[src/rtl/bp_pkg.sv]
// Shared types and encodings for the local-history branch predictor.
package bp_pkg;
  typedef logic [1:0] pht_ctr_t;

  localparam pht_ctr_t PHT_SNT   = 2'b00;
  localparam pht_ctr_t PHT_WNT   = 2'b01;
  localparam pht_ctr_t PHT_WT    = 2'b10;
  localparam pht_ctr_t PHT_ST    = 2'b11;
  localparam pht_ctr_t PHT_RESET = PHT_WNT;
endpackage

[src/rtl/sat_counter2.sv]
// Next-state of a 2-bit saturating direction counter.
module sat_counter2
  import bp_pkg::*;
(
  input  pht_ctr_t ctr,
  input  logic     taken,
  output pht_ctr_t ctrNext
);

  always_comb begin
    ctrNext = ctr;
    if (taken) begin
      if (ctr != PHT_ST) ctrNext = ctr + 2'd1;
    end else begin
      if (ctr != PHT_SNT) ctrNext = ctr - 2'd1;
    end
  end

endmodule

[src/rtl/branch_predictor.sv]
// Local-history branch predictor: per-PC history (BHT) indexing 2-bit counters (PHT).
// Optional resolved/mispredict counters are enabled with BP_STATS_EN.
module branch_predictor
  import bp_pkg::*;
#(
  parameter int PC_HASH_BITS   = 3,
  parameter int PHT_INDEX_BITS = 7
) (
  input  logic                      clk,
  input  logic                      rst,
  input  logic [31:0]               pcF,
  output logic                      predict_takeF,
  output logic [PC_HASH_BITS-1:0]   pc_hashingF,
  output logic [PHT_INDEX_BITS-1:0] PHT_indexF,
  input  logic                      branchM,
  input  logic                      actually_takenM,
  input  logic                      predict_resultM,
  input  logic [PC_HASH_BITS-1:0]   pc_hashingM,
  input  logic [PHT_INDEX_BITS-1:0] PHT_indexM
`ifdef BP_STATS_EN
  ,
  output logic [31:0]               branch_cnt,
  output logic [31:0]               mispredict_cnt
`endif
);

  localparam int BHT_N = 1 << PC_HASH_BITS;
  localparam int PHT_N = 1 << PHT_INDEX_BITS;

  logic [PHT_INDEX_BITS-1:0] bht [BHT_N];
  pht_ctr_t                  pht [PHT_N];
  pht_ctr_t                  phtNext;

  // Fetch-side lookup: purely combinational, sees pre-edge state on a same-entry write.
  assign pc_hashingF   = pcF[PC_HASH_BITS+1:2];
  assign PHT_indexF    = bht[pc_hashingF] ^ pcF[PHT_INDEX_BITS+1:2];
  assign predict_takeF = pht[PHT_indexF][1];

  sat_counter2 uCtr (
    .ctr     (pht[PHT_indexM]),
    .taken   (actually_takenM),
    .ctrNext (phtNext)
  );

  always_ff @(posedge clk or negedge rst) begin
    if (!rst) begin
      for (int i = 0; i < BHT_N; i++) bht[i] <= '0;
      for (int i = 0; i < PHT_N; i++) pht[i] <= PHT_RESET;
    end else if (branchM) begin
      pht[PHT_indexM]  <= phtNext;
      bht[pc_hashingM] <= {bht[pc_hashingM][PHT_INDEX_BITS-2:0], actually_takenM};
    end
  end

  logic unusedPcBits;
  assign unusedPcBits = ^{pcF[31:PHT_INDEX_BITS+2], pcF[1:0]};

`ifdef BP_STATS_EN
  function automatic logic [31:0] satInc(input logic [31:0] v);
    return (v == 32'hFFFF_FFFF) ? v : v + 32'd1;
  endfunction

  always_ff @(posedge clk or negedge rst) begin
    if (!rst) begin
      branch_cnt     <= '0;
      mispredict_cnt <= '0;
    end else if (branchM) begin
      branch_cnt <= satInc(branch_cnt);
      if (!predict_resultM) mispredict_cnt <= satInc(mispredict_cnt);
    end
  end
`else
  logic unusedPredResult;
  assign unusedPredResult = predict_resultM;
`endif

endmodule

[config.mk]
export PLATFORM = sky130hd
export DESIGN_NAME = branch_predictor
export DESIGN_NICKNAME = d
export VERILOG_FILES = /design/src/rtl/bp_pkg.sv /design/src/rtl/sat_counter2.sv /design/src/rtl/branch_predictor.sv
export SDC_FILE = /design/constraint.sdc
export NUM_CORES = 1
export LEC_CHECK = 0
export CAP_MARGIN = 0
export CORE_MARGIN = 5
export CORE_UTILIZATION = 25
export CTS_BUF_LIST = sky130_fd_sc_hd__clkbuf_4 sky130_fd_sc_hd__clkbuf_8
export DETAILED_ROUTE_END_ITERATION = 16
export HOLD_SLACK_MARGIN = 0.06
export SETUP_SLACK_MARGIN = 0.05
export SYNTH_ARGS = -nofsm -noshare
export SYNTH_HDL_FRONTEND = slang
export SYNTH_SLANG_ARGS = --single-unit
[constraint.sdc]
create_clock -name clk -period 4.15 [get_ports clk]
set_input_delay 0.6225 -clock clk [delete_from_list [all_inputs] [get_ports clk]]
set_output_delay 0.6225 -clock clk [all_outputs]
set_load 0.02 [all_outputs]
==> flow_summary_export.csv, run 1 <==
group,metric,value,unit
timing,tns,0,ns
floorplan,coreArea,0.06740,mm²
pwr,powerDensity,474.4,mW/mm²
route,drtAntennaViolNets,0,
synthesis,synth_top_area_share,0.2702,
route,totalWireLength,53080,µm
outcome,status,"completed",
floorplan,start_util,0.2529,
route,firstDrtPassIters,5,
floorplan,die-height,271.1,µm
finish,drive_gt1_frac,0.2551,
synthesis,synth_nets,1797,
timing,rsz0062_at_grt,"no",
worst_setup_path,worst-r2r-cell-count,9,
floorplan,core.rowCount,95,
route,wl_per_cell,19.51,µm
synthesis,async_reset_ff_frac,1.000,
global_route,grt_overflow_total,0,
worst_setup_path,crit_type,"in -> out",
cts,clock_sinks,312,
place,pre_cts_ws,-0.7013,ns
synthesis,synth.top_cells.by_count,"294 x nor2_1, 184 x dfrtp_1, 166 x a21oi_1",
worst_setup_path,crit_top_cell,"buf_6",
synthesis,synth_area_leaders,"dfrtp_1 27%, dfstp_2 20%, mux2i_1 8.2%",
global_route,grt_max_degree,97,
worst_setup_path,critPathMaxFanout,10,
floorplan,num_io_pins,58,
cts,cts_root_buf,"clkbuf_8",
place,numPortBuffers,31,
cts,cts_tree,"built",
worst_setup_path,crit_path_cell_trace,"clkdlybuf4s15_1 > buf_6 > mux2_2 > mux4_2 > buf_4 > buf_16 > mux2i_2 > o22ai_1 > a211o_1 > a41o_1 > o2111ai_2 > buf_6",
global_route,grt_pass1_wl,83240,µm
floorplan,dieArea,0.07350,mm²
worst_setup_path,cp_data_required_time,3.53,ns
timing,drv_slew,0,
cts,clk_path_buf_depth,3,
worst_setup_path,cp.arrival,3.41,ns
timing,hold_viol_final,0,
worst_setup_path,cp-end-kind,"output pin",
finish,final_nets,1853,
global_route,grtUsageTotal,0.1404,
timing,max_freq,248.0,MHz
synthesis,yosysMostFrequentCell,"nor2_1",
cts,clkLatencyLatePin,0.64,ns
route,vias,13920,
worst_setup_path,crit_family,"multiplexers",
synthesis,synth_ff_type,"dfrtp_1",
worst_setup_path,crit_cells,12,
place,place.gp.congestion,0.9112,
worst_setup_path,critPathLaunchType,"input port",
route,avgViaCountPerCell,5.117,
timing,finalWorstSetupSlack,0.1184,ns
global_route,antenna_found_initial,2,
timing,setup_viol,0,
synthesis,synth_area,0.01704,mm²
synthesis,synth_edf_count,0,
hold_path,whs_path_depth,2,
timing,worst_slew_pin_slew,0.9102,ns
place,place_hpwl,35140,µm
finish,final_core_util,0.3011,
pwr,power_leakage,8.029,nW
synthesis,synth_seq_area_share,0.4675,
worst_setup_path,cpMaxStageDelayCell,"mux4_2",
flow_run,maxCapViolCount,0,
cts,clk_pin_slew_worst_paths,0.06,ns
synthesis,ys_ff_latch,312,
timing,layout_min_cycle_time,4.032,ns
synthesis,ys_warn_count,0,
synthesis,ys_types,61,
floorplan,die_w,271.1,µm
synthesis,synth_area_leader_cell,"dfrtp_1",
worst_setup_path,max_stage_delay,0.56,ns
pwr,ir_drop,0.2890,mV
route,dr.first_iter.drc_count,1425,
hold_path,hp-class,"reg -> reg",
cts,h-tree-depth,2,
synthesis,synthCells,1750,
finish,layout.cells.non_filler,2720,
cts,numCtsBuffers,53,
worst_setup_path,worstPathBufferInverterCount,5,
global_route,grt_pass1_vias,13930,
synthesis,avgSynthCellArea,9.739,µm²
place,place_inst,2618,
finish,syn2layout_area_growth,19.06,%
timing,fin_crit_sh,0.9715,
timing,fin_skew,0.04857,ns
route,drc,0,
timing,slew_headroom,0.3920,
[routing by layer]
| layer | GRT usage | up-vias | part of all wire |
|---|---|---|---|
| met4 | 0.03822 | 2 | 0.024 |
| met2 | 0.2306 | 467 | 0.47 |
| li1 | - | 6411 | - |
| met5 | 0 | - | 0.00024 |
| met3 | 0.02268 | 103 | 0.062 |
| met1 | 0.1930 | 6935 | 0.44 |
[placed cells by master, fill, tap and decap left out, drive strengths merged, types with 30 or more instances in the layout]
cell type  instances
a21oi            166
buf              130
clkbuf            86
dfrtp            184
dfstp            128
mux2              30
mux2i            139
mux4              51
nand2            164
nor2             294
o21ai            167
o31ai             82
[where the power goes]
| group | leakage [nW] | total [mW] | internal, mW | switching, mW |
|---|---|---|---|---|
| combinational | 3.70 | 2.56 | 1.19 | 1.36 |
| clock | 0.639 | 3.13 | 1.83 | 1.30 |
| sequential | 3.69 | 3.94 | 3.59 | 0.349 |
[final timing paths]
check	start	to	slack, ns
setup / recovery	pcF[2]	predict_takeF	0.12
hold / removal	pht[2]$_DFFE_PN1P_	pht[2]$_DFFE_PN1P_	0.46
setup reg to reg	pht[99]$_DFFE_PN0P_	pht[35]$_DFFE_PN0P_	1.09
hold reg to reg	pht[2]$_DFFE_PN1P_	pht[2]$_DFFE_PN1P_	0.46
max in group asynchronous	rst	pht[166]$_DFFE_PN1P_	2.43
min in group asynchronous	rst	bht[18]$_DFFE_PN0P_	0.65
[metrics by stage]
step / instance area [µm²] / hold slack, ns / total power, mW
finish: 20290 / 0.4604 / 9.628
global route: 20290 / 0.4828 / 10.10
CTS: 20240 / 0.4618 / 9.662
detailed placement: 18880 / 0.4530 / 6.372
global placement: 18880 / 0.4474 / 6.295
floorplan: 17040 / 0.3269 / 5.418
[flip-flops by register name (all words and copies together) (netlist names)]
name,flops
bht,56
pht,256
[what timing repair did]
action                     in CTS  in global routing
hold endpoints to repair        5                  0
cloned                          2                  0
hold buffers                    1                  0
pin swaps                       0                  0
setup endpoints to repair       1                  1
resized for setup              26                  9
buffers inserted                1                  2
[cell families (layout without fill, tap and decap cells)]
family                 after synthesis  in the layout  share of synthesized area
multiplexers                       220            220                     0.1691
XOR/XNOR                             4              4                   0.002056
buffers and inverters              169            265                    0.04764
AO/OA/AOI/OAI                      512            512                     0.1848
AND/OR/NAND/NOR                    533            533                     0.1289
other                                0              1                          0
flip-flops                         312            312                     0.4675
[layout make-up]
type | count | area (µm²)
Fill cell | 6853 | 47100
Multi-Input combinational cell | 1269 | 8382
Sequential cell | 312 | 7968
Timing Repair Buffer | 158 | 1593
Tap cell | 873 | 1092
Clock buffer | 86 | 1077
Clock inverter | 9 | 132.6
Inverter | 12 | 46.29
Antenna cell | 1 | 2.502
[worst register-to-register path: cells and delay by family, from the launching register on]
family	cells	cell delay (ns)
buffers and inverters	1	0.27
muxes	2	1.00
DFF	1	0.43
AOI/OAI and AO/OA	4	1.01
and+or+nand+nor	2	0.24
No activity file was read; power rests on OpenSTA's default activity.
==> inputs of run 2 (changes only) <==
- HOLD_SLACK_MARGIN: 0.06 -> 0.12
==> results of run 2 <==
The final DEF is identical to that of run 1; final timing and power are the same.
